File: config.mk
export PLATFORM = sky130hd
export DESIGN_NAME = decode_stage
export DESIGN_NICKNAME = d
export VERILOG_FILES = /design/src/rtl/decode_pkg.sv /design/src/rtl/decode_hazard.sv /design/src/rtl/decode_stage.sv
export SDC_FILE = /design/constraint.sdc
export NUM_CORES = 1
export LEC_CHECK = 0
export ABC_CLOCK_PERIOD_IN_PS = 5030
export BUFFER_PORTS_ARGS = -buffer_cell sky130_fd_sc_hd__buf_2
export CORE_MARGIN = 3
export CORE_UTILIZATION = 45
export CTS_CLUSTER_DIAMETER = 100
export DETAILED_ROUTE_END_ITERATION = 6
export PLACE_DENSITY_LB_ADDON = 0.05
export SETUP_SLACK_MARGIN = 0.1
export SKIP_CTS_REPAIR_TIMING = 1
export SLEW_MARGIN = 20
export SYNTH_ARGS = -nofsm -noshare
export SYNTH_HDL_FRONTEND = slang
export SYNTH_SLANG_ARGS = --single-unit
export TNS_END_PERCENT = 100
File: constraint.sdc
create_clock -name clock -period 5.03 [get_ports clock]
set_input_delay 0.503 -clock clock [delete_from_list [all_inputs] [get_ports clock]]
set_output_delay 0.503 -clock clock [all_outputs]
set_load 0.05 [all_outputs]
File: src/rtl/decode_pkg.sv
// Shared definitions for the decode stage: opcodes, instruction field positions,
// architectural register numbers and the FSM state type.
package decode_pkg;

    localparam logic [4:0] OP_RTYPE = 5'b00000;
    localparam logic [4:0] OP_J     = 5'b00001;
    localparam logic [4:0] OP_BNE   = 5'b00010;
    localparam logic [4:0] OP_JAL   = 5'b00011;
    localparam logic [4:0] OP_JR    = 5'b00100;
    localparam logic [4:0] OP_ADDI  = 5'b00101;
    localparam logic [4:0] OP_BLT   = 5'b00110;
    localparam logic [4:0] OP_SW    = 5'b00111;
    localparam logic [4:0] OP_LW    = 5'b01000;
    localparam logic [4:0] OP_SETX  = 5'b10101;
    localparam logic [4:0] OP_BEX   = 5'b10110;

    localparam int unsigned OP_MSB  = 31;
    localparam int unsigned OP_LSB  = 27;
    localparam int unsigned RD_MSB  = 26;
    localparam int unsigned RD_LSB  = 22;
    localparam int unsigned RS_MSB  = 21;
    localparam int unsigned RS_LSB  = 17;
    localparam int unsigned RT_MSB  = 16;
    localparam int unsigned RT_LSB  = 12;
    localparam int unsigned IMM_MSB = 16;

    localparam logic [4:0] REG_RA      = 5'd31;
    localparam logic [4:0] REG_RSTATUS = 5'd30;

    typedef enum logic {RUN, REPLAY} state_e;

endpackage

File: src/rtl/decode_hazard.sv
// Combinational operand-address decode and hazard detection for the decode stage:
// load-use against the lw in EX, and jr source against any EX register write.
module decode_hazard
    import decode_pkg::*;
#(
    parameter int unsigned W  = 32,
    parameter int unsigned RW = 5
) (
    input  logic [W-1:0]  cur_ins,
    input  logic [W-1:0]  ex_ins,
    input  logic          ex_valid,
    output logic [RW-1:0] addr_a,
    output logic [RW-1:0] addr_b,
    output logic          use_a,
    output logic          use_b,
    output logic          load_use,
    output logic          jr_src
);

    logic [4:0]    op, ex_op;
    logic [RW-1:0] rd, rs, rt, ex_rd, ex_dest;
    logic          ex_writes;

    assign op    = cur_ins[OP_MSB:OP_LSB];
    assign rd    = cur_ins[RD_MSB:RD_LSB];
    assign rs    = cur_ins[RS_MSB:RS_LSB];
    assign rt    = cur_ins[RT_MSB:RT_LSB];
    assign ex_op = ex_ins[OP_MSB:OP_LSB];
    assign ex_rd = ex_ins[RD_MSB:RD_LSB];

    always_comb begin
        addr_a = '0;
        addr_b = '0;
        case (op)
            OP_RTYPE:       begin addr_a = rs; addr_b = rt; end
            OP_ADDI, OP_LW: addr_a = rs;
            OP_SW:          begin addr_a = rs; addr_b = rd; end
            OP_BNE, OP_BLT: begin addr_a = rd; addr_b = rs; end
            OP_JR:          addr_a = rd;
            OP_BEX:         addr_a = RW'(REG_RSTATUS);
            default:        ;
        endcase
    end

    // Unused operands decode to $0, so a nonzero address means a real source.
    assign use_a = (addr_a != '0);
    assign use_b = (addr_b != '0);

    assign ex_writes = ex_valid && (ex_op == OP_RTYPE || ex_op == OP_ADDI || ex_op == OP_LW ||
                                    ex_op == OP_SETX  || ex_op == OP_JAL);

    always_comb begin
        ex_dest = ex_rd;
        if (ex_op == OP_JAL)       ex_dest = RW'(REG_RA);
        else if (ex_op == OP_SETX) ex_dest = RW'(REG_RSTATUS);
    end

    assign load_use = ex_valid && (ex_op == OP_LW) && (ex_rd != '0) &&
                      ((use_a && addr_a == ex_rd) || (use_b && addr_b == ex_rd));

    assign jr_src = (op == OP_JR) && ex_writes && (ex_dest != '0) && (ex_dest == rd);

    logic unused_bits;
    assign unused_bits = ^{cur_ins[RT_LSB-1:0], ex_ins[RD_LSB-1:0]};

endmodule

File: src/rtl/decode_stage.sv
// Decode pipeline stage: regfile read, jal/jr redirect, hazard stall with replay buffer,
// ID/EX register. Optional stall/flush counters when DECODE_PERF_EN is defined.
module decode_stage
    import decode_pkg::*;
#(
    parameter int unsigned W  = 32,
    parameter int unsigned RW = 5
) (
    input  logic          clock,
    input  logic          aclr,
    input  logic [W-1:0]  ins_in,
    input  logic [W-1:0]  pc_in,
    input  logic [W-1:0]  j_in,
    input  logic          br_flush,
    output logic [RW-1:0] rf_addr_a,
    output logic [RW-1:0] rf_addr_b,
    input  logic [W-1:0]  rf_data_a,
    input  logic [W-1:0]  rf_data_b,
    output logic          stall_a,
    output logic          jal_jr,
    output logic [W-1:0]  jal_jr_val,
    output logic          jal_jr_clr,
    output logic [W-1:0]  ex_ins,
    output logic [W-1:0]  ex_pc,
    output logic [W-1:0]  ex_a,
    output logic [W-1:0]  ex_b,
    output logic [W-1:0]  ex_imm,
    output logic [W-1:0]  ex_target,
    output logic          ex_valid
`ifdef DECODE_PERF_EN
    ,
    output logic [W-1:0]  stall_count,
    output logic [W-1:0]  flush_count
`endif
);

    state_e        state_q;
    logic [W-1:0]  buf_ins_q, buf_pc_q, buf_tgt_q;
    logic [W-1:0]  cur_ins, cur_pc, cur_tgt, imm_ext;
    logic [4:0]    cur_op;
    logic          use_a, use_b, load_use, jr_src, hazard;

    // While replaying, fetch is outputting a bubble; the buffer is the real instruction.
    assign cur_ins = (state_q == REPLAY) ? buf_ins_q : ins_in;
    assign cur_pc  = (state_q == REPLAY) ? buf_pc_q  : pc_in;
    assign cur_tgt = (state_q == REPLAY) ? buf_tgt_q : j_in;
    assign cur_op  = cur_ins[OP_MSB:OP_LSB];
    assign imm_ext = {{(W-IMM_MSB-1){cur_ins[IMM_MSB]}}, cur_ins[IMM_MSB:0]};

    decode_hazard #(
        .W  (W),
        .RW (RW)
    ) u_hazard (
        .cur_ins  (cur_ins),
        .ex_ins   (ex_ins),
        .ex_valid (ex_valid),
        .addr_a   (rf_addr_a),
        .addr_b   (rf_addr_b),
        .use_a    (use_a),
        .use_b    (use_b),
        .load_use (load_use),
        .jr_src   (jr_src)
    );

    // Replay never re-stalls: the producer has moved past EX by then.
    assign hazard  = (state_q == RUN) && !br_flush && (load_use || jr_src);
    assign stall_a = hazard;

    always_comb begin
        jal_jr     = 1'b0;
        jal_jr_val = '0;
        if (!br_flush && !hazard) begin
            if (cur_op == OP_JAL) begin
                jal_jr     = 1'b1;
                jal_jr_val = cur_tgt;
            end else if (cur_op == OP_JR) begin
                jal_jr     = 1'b1;
                jal_jr_val = rf_data_a;
            end
        end
    end

    assign jal_jr_clr = jal_jr;

    always_ff @(posedge clock) begin
        if (aclr) begin
            state_q   <= RUN;
            buf_ins_q <= '0;
            buf_pc_q  <= '0;
            buf_tgt_q <= '0;
            ex_ins    <= '0;
            ex_pc     <= '0;
            ex_a      <= '0;
            ex_b      <= '0;
            ex_imm    <= '0;
            ex_target <= '0;
            ex_valid  <= 1'b0;
        end else begin
            if (br_flush || hazard || cur_ins == '0) begin
                ex_ins    <= '0;
                ex_pc     <= '0;
                ex_a      <= '0;
                ex_b      <= '0;
                ex_imm    <= '0;
                ex_target <= '0;
                ex_valid  <= 1'b0;
            end else begin
                ex_ins    <= cur_ins;
                ex_pc     <= cur_pc;
                ex_a      <= rf_data_a;
                ex_b      <= rf_data_b;
                ex_imm    <= imm_ext;
                ex_target <= cur_tgt;
                ex_valid  <= 1'b1;
            end
            if (br_flush) begin
                state_q   <= RUN;
                buf_ins_q <= '0;
                buf_pc_q  <= '0;
                buf_tgt_q <= '0;
            end else if (hazard) begin
                state_q   <= REPLAY;
                buf_ins_q <= cur_ins;
                buf_pc_q  <= cur_pc;
                buf_tgt_q <= cur_tgt;
            end else begin
                state_q   <= RUN;
            end
        end
    end

`ifdef DECODE_PERF_EN
    always_ff @(posedge clock) begin
        if (aclr) begin
            stall_count <= '0;
            flush_count <= '0;
        end else begin
            if (stall_a) stall_count <= stall_count + 1'b1;
            if (br_flush && cur_ins != '0) flush_count <= flush_count + 1'b1;
        end
    end
`endif

    logic unused_flags;
    assign unused_flags = use_a ^ use_b;

endmodule
### Word-level counts from Yosys, hierarchy flattened

Cells that the tools add are included.

* output and inout port bits: 238
* input bits: 163
* flip-flop bits (word level): 275

* equality and inequality tests: 15
* reductions and logical operators: 34
* mux-type cells: 15
* bitwise operators: 1

Operator list (count)
* 32-bit 2-to-1 mux: 6
* 32-bit logical NOT: 1
* 5-bit one-hot mux with 3 select lines: 2
* 5-bit by 3-bit equality test with 1-bit output, second input constant: 5
* 5-bit nonzero test: 4
* 5-bit by 2-bit equality test with 1-bit output, second input constant: 3
* 5-bit equality test: 3
* 1-bit logical AND: 12
* 5-bit by 4-bit equality test with 1-bit output, second input constant: 2
* 5-bit equality test, second input constant: 2
* 5-bit logical NOT: 2
* 5-bit 2-to-1 mux: 2
* 1-bit logical OR: 8
* 2-bit OR reduction: 3
* 1-bit 2-to-1 mux: 5
* 4-bit OR reduction: 1
* 3-bit OR reduction: 1
* 1-bit logical NOT: 2
* 1-bit NOT: 1

### Longest topological paths before layout

* word-level depth: 14
* gate-level depth with buffers: 15

### Hierarchy

From an unflattened synthesis, not the netlist that was laid out.

* cells, all modules: 1269
* area, all modules: 10774.1 µm²

Modules (own cells, without submodules)
* decode_stage: sequential area each 5165.0 µm², area each 10079.7 µm², cells each 1171, times used 1
* decode_hazard: sequential area each 0.0 µm², area each 694.4 µm², cells each 98, times used 1

### Worst setup path before layout

Ideal clock, no wire load.

* kind: input to output
* start point: in ins_in[28]
* end point: out jal_jr_clr
* data arrival time: 4662 ps
* data required time: 4527 ps
* stages: 12
* setup slack: -135 ps
* path through: clkbuf_1 -> or3b_2 -> a21o_1 -> a31oi_1 -> a32oi_1 -> o221ai_1 -> o21a_1 -> buf_2 -> nand2_1 -> buf_2 -> nor3_1 -> buf_4

* word-level cells in the longest chain between the ends: 13
* elaborated cells between the ends (all ways): 33

RTL lines
* from (decl): line decode_stage.sv:11 `input logic [W-1:0] ins_in,`
* 32-bit 2-to-1 mux (*): line decode_stage.sv:44 `assign cur_ins = (state_q == REPLAY) ? buf_ins_q : ins_in;`
* 5-bit by 2-bit equality test with 1-bit output / 5-bit by 3-bit equality test with 1-bit output (equally long branches): line decode_hazard.sv:34 `case (op)`
* 2-bit OR reduction: line decode_hazard.sv:34
* 5-bit one-hot mux with 3 select lines (*): line decode_hazard.sv:34
* net rf_addr_b[3]: line decode_stage.sv:16 `output logic [RW-1:0] rf_addr_b,`
* 5-bit equality test / 5-bit nonzero test (equally long branches): line decode_hazard.sv:59, decode_hazard.sv:47
* 1-bit logical AND (*): line decode_hazard.sv:59 `((use_a && addr_a == ex_rd) || (use_b && addr_b == ex_rd));`
* 1-bit logical OR (*): line decode_hazard.sv:59
* 1-bit logical AND (*): line decode_hazard.sv:58 `assign load_use = ex_valid && (ex_op == OP_LW) && (ex_rd != '0) &&`
* 1-bit logical OR (*): line decode_stage.sv:66 `assign hazard = (state_q == RUN) && !br_flush && (load_use || jr_src);`
* 1-bit logical AND (*): line decode_stage.sv:66
* 1-bit logical NOT (*): line decode_stage.sv:72 `if (!br_flush && !hazard) begin`
* 1-bit logical AND (*): line decode_stage.sv:72
* 1-bit 2-to-1 mux (*): line decode_stage.sv:72
* to (decl): line decode_stage.sv:22 `output logic jal_jr_clr,`

Mark *: on every way through the listed nets, which the timed path passes. The rest lies on a longest branch.

### Worst setup path in the final report

* start point: reg state_q
* end point: out jal_jr_val[30]

* word-level cells in the longest chain between the ends: 13
* elaborated cells between the ends (all ways): 37

RTL lines
* from (decl): line decode_stage.sv:37 `state_e state_q;`
* from (signal assigned): line decode_stage.sv:87 `state_q <= RUN;`
* from (signal assigned): line decode_stage.sv:117 `state_q <= RUN;`
* from (signal assigned): line decode_stage.sv:122 `state_q <= REPLAY;`
* 32-bit 2-to-1 mux: line decode_stage.sv:44
* 5-bit by 3-bit equality test with 1-bit output (tied with other cells): line decode_hazard.sv:34
* 4-bit OR reduction (no line) (tied with other cells)
* 5-bit one-hot mux with 3 select lines: line decode_hazard.sv:34
* 5-bit equality test (tied with other cells): line decode_hazard.sv:59
* 1-bit logical AND: line decode_hazard.sv:59
* 1-bit logical OR: line decode_hazard.sv:59
* 1-bit logical AND: line decode_hazard.sv:58
* 1-bit logical OR: line decode_stage.sv:66
* 1-bit logical AND: line decode_stage.sv:66
* 1-bit logical NOT: line decode_stage.sv:72
* 1-bit logical AND: line decode_stage.sv:72
* 32-bit 2-to-1 mux (*): line decode_stage.sv:72
* to (decl): line decode_stage.sv:21 `output logic [W-1:0] jal_jr_val,`

Every way passes the cells marked *; elsewhere a longest branch is shown, timed or not.

==> impl_metrics.py <==
metrics = {
    "layout": {
        "finalNonFillerCells": 1810,
        "most_common_library_cell_in_the_layout_ignoring_fill_and_taps": "buf_2",
        "fillerInstances": 2104,
        "layout_common_cells": "buf_2 (400), dfxtp_1 (257), nor2_1 (105)",
        "multi_input_gate_area_um2": 4830,
        "ff_latch_area_um2": 5170,
        "area_delta_synth_final_pct": 26.7,
        "nNetsFinal": 1641,
        "final_layout_size_suffix_gt1_frac": 0.346,
    },
    "die": {
        "start_util": 0.465,
        "die_x_um": 160,
        "die-height_um": 160,
        "rows": 55,
        "die_area_um2": 25700,
        "core-area_um2": 23100,
        "ioPinCount": 401,
    },
    "route": {
        "antenna_violation_net_count_after_detailed_routing": 0,
        "route.final.wire_length_mm": 34.8,
        "drt-pass1-iter-count": 6,
        "initialDrtViolationCount": 637,
        "dr_total_vias": 9598,
        "avgRoutedWirePerCell_um": 19.2,
        "viasPerCell": 5.30,
        "drcViolationCount": 0,
    },
    "grt": {
        "grt.total_usage": 0.253,
        "grt_pass1_wl_mm": 52.7,
        "met2_usage": 0.435,
        "use_met1": 0.326,
        "gr-max-usage-layer": "met2",
        "antenna_found_initial": 11,
        "first_global_vias": 9158,
        "grt.overflow.total": 0,
        "grt_util_met3": 0.0562,
        "pin_count_of_the_biggest_net_entering_global_routing": 97,
    },
    "setup_path": {
        "cp.arrival_ps": 4150,
        "crit_required_ps": 4530,
        "critical_path_peak_fanout": 47,
        "start_kind": "flip-flop",
        "timing.critical_path.from": "state_q",
        "worstSetupPathType": "reg -> out",
        "crit_path_end_kind": "primary output",
        "timing.rr.start": "state_q",
    },
    "synth": {
        "ys_ff_latch": 258,
        "synthesis.area_per_instance_um2": 9.33,
        "synthCells": 1148,
        "postSynthNetCount": 1311,
        "postSynth.asyncResetShare": 0,
        "yosysWarningCount": 0,
        "top_ff_cell_synth": "dfxtp_1",
        "synth_area_um2": 10700,
        "count_of_flip_flops_with_a_built_in_enable_after_synthesis": 0,
        "yosys.cell_types.count": 67,
        "seq_area_frac_synth": 0.482,
    },
    "clock_network": {
        "numCtsBuffers": 28,
        "insertion_delay_of_the_later_clocked_pin_in_the_worst_skew_pair_ps": 540,
        "clock_tree_from_tritoncts": "yes",
        "clockBufferDepth": 3,
        "clk_pin_slew_worst_paths_ps": 60,
        "ctsHtreeMaxLevel": 1,
        "clk_root_buffer_cell": "clkbuf_16",
        "clkSinkCount": 258,
    },
    "timing": {
        "slew_headroom": 0.381,
        "setup-tns-final_ps": 0,
        "worst_slack_ps": 373,
        "worst_clock_skew_ps": 12.9,
        "hold-worst-slack_ps": 124,
        "timing_worst_slew_pin_value_ps": 928,
        "layout_min_cycle_time_ps": 4660,
        "number_of_pins_exceeding_their_max_slew_limit_in_the_final_report": 0,
        "rsz_0062_raised_after_global_routing": "no",
        "finalCritPeriodShare": 0.926,
        "timing_hold_violations_final": 0,
        "timing.fmax_mhz": 215,
        "finalSetupViolCount": 0,
    },
    "placement": {
        "place.detailed.instances": 1760,
        "globalplace.congestion": 0.873,
        "dpl.hpwl_mm": 23.8,
        "dp_worst_setup_slack_ps": 679,
        "portBuffers": 400,
    },
    "power": {
        "cellLeakagePower_nw": 5.82,
        "seq_power_share": 0.453,
        "internal_power_w": 0.00343,
        "comb_power_share": 0.127,
        "total_power_per_unit_cell_area_nw_per_um2": 345,
        "net_switching_w": 0.00125,
        "sw_frac_of_total": 0.268,
        "p_clk_frac": 0.420,
        "irDropWorstVdd_v": 0.000303,
    },
    "flow_run": {
        "count_of_max_cap_constraint_violations": 0,
    },
    "worst_hold_path": {
        "hold_class": "in -> reg",
        "hold_path_startpoint": "aclr",
    },
    "status": {
        "run_status": "finished, final reports clean",
    },
}
final timing paths:
path | endpoint | slack (ps) | depth (start not counted)
setup / recovery | jal_jr_val[30] | 370 | 9
hold / removal | state_q | 120 | 2
setup reg to reg | ex_b[24] | 1110 | 12
hold reg to reg | buf_pc_q[25] | 460 | 2
flip-flops by register name (all words and copies together) (netlist names):
name       flops
buf_ins_q     32
ex_pc         32
ex_a          32
buf_tgt_q     32
ex_ins        32
buf_pc_q      32
ex_target     32
state_q        1
ex_b          32
ex_valid       1
cells by family (layout without fill, tap and decap cells):
| kind of cell | count (synthesis) | count (layout) | share of synthesized area |
|---|---|---|---|
| AOI/OAI and AO/OA | 242 | 242 | 0.146 |
| xor gates and xnor gates | 4 | 4 | 0.00327 |
| buffers and inverters | 137 | 482 | 0.0720 |
| DFF | 258 | 258 | 0.482 |
| muxes | 97 | 97 | 0.0936 |
| other | 0 | 4 | 0 |
| and+or+nand+nor | 410 | 410 | 0.203 |
final cells by class:
| cell class | count | share of cell area |
|---|---|---|
| clock inverters | 6 | 0.00516 |
| diodes | 4 | 0.000737 |
| well taps | 313 | 0.0288 |
| flip-flops and latches | 258 | 0.381 |
| repair buffers | 428 | 0.167 |
| multi-input cells | 753 | 0.356 |
| inverters | 9 | 0.00249 |
| clock buffers | 39 | 0.0599 |
cell usage after synthesis (6+ instances only):
cell type,n,share of area
clkbuf_1,49,0.017
buf_6,10,0.011
buf_4,41,0.029
nor3_1,85,0.040
a21oi_1,100,0.047
nor2b_1,35,0.020
and2_1,65,0.038
or3_1,6,0.0035
o21ai_0,56,0.026
dfxtp_1,258,0.48
nor4_1,6,0.0035
nand3_1,52,0.024
nor2_1,105,0.037
a211oi_1,26,0.018
inv_1,8,0.0028
mux2i_1,90,0.084
nand2_1,13,0.0046
nand4_1,6,0.0035
a211oi_2,21,0.025
buf_2,23,0.011
critical path, cell delays in order (launching register included):
cell and delay, ps:
dfxtp_4 680, mux2i_2 400, nor3_2 100, or2_1 250
o221ai_1 290, a311oi_2 130, o2111ai_1 590, nand2_4 470
nor3_1 340, buf_2 310
power groups by stage:
stage	clock, W	sequential, W	combinational [W]
floorplan	0	0.00234	0.000230
global placement	0	0.00216	0.000593
detailed placement	0	0.00216	0.000593
CTS	0.00202	0.00212	0.000596
global route	0.00210	0.00212	0.000625
finish	0.00197	0.00212	0.000593
layer usage:
| layer | wire [um] | up-vias |
|---|---|---|
| li1 | - | 4662 |
| met1 | 14600 | 4486 |
| met2 | 16900 | 372 |
| met3 | 2490 | 64 |
| met4 | 729 | 14 |
| met5 | 98 | - |
per-stage QoR:
stage	util	cell area (um2)	power, W
2_1_floorplan	-	10700	0.00257
3_3_place_gp	0.549	12700	0.00276
3_5_place_dp	0.549	12700	0.00276
4_1_cts	0.588	13500	0.00473
5_1_grt	0.589	13600	0.00485
6_report	0.589	13600	0.00468
Note: power is estimated with default switching activity, not from simulation.
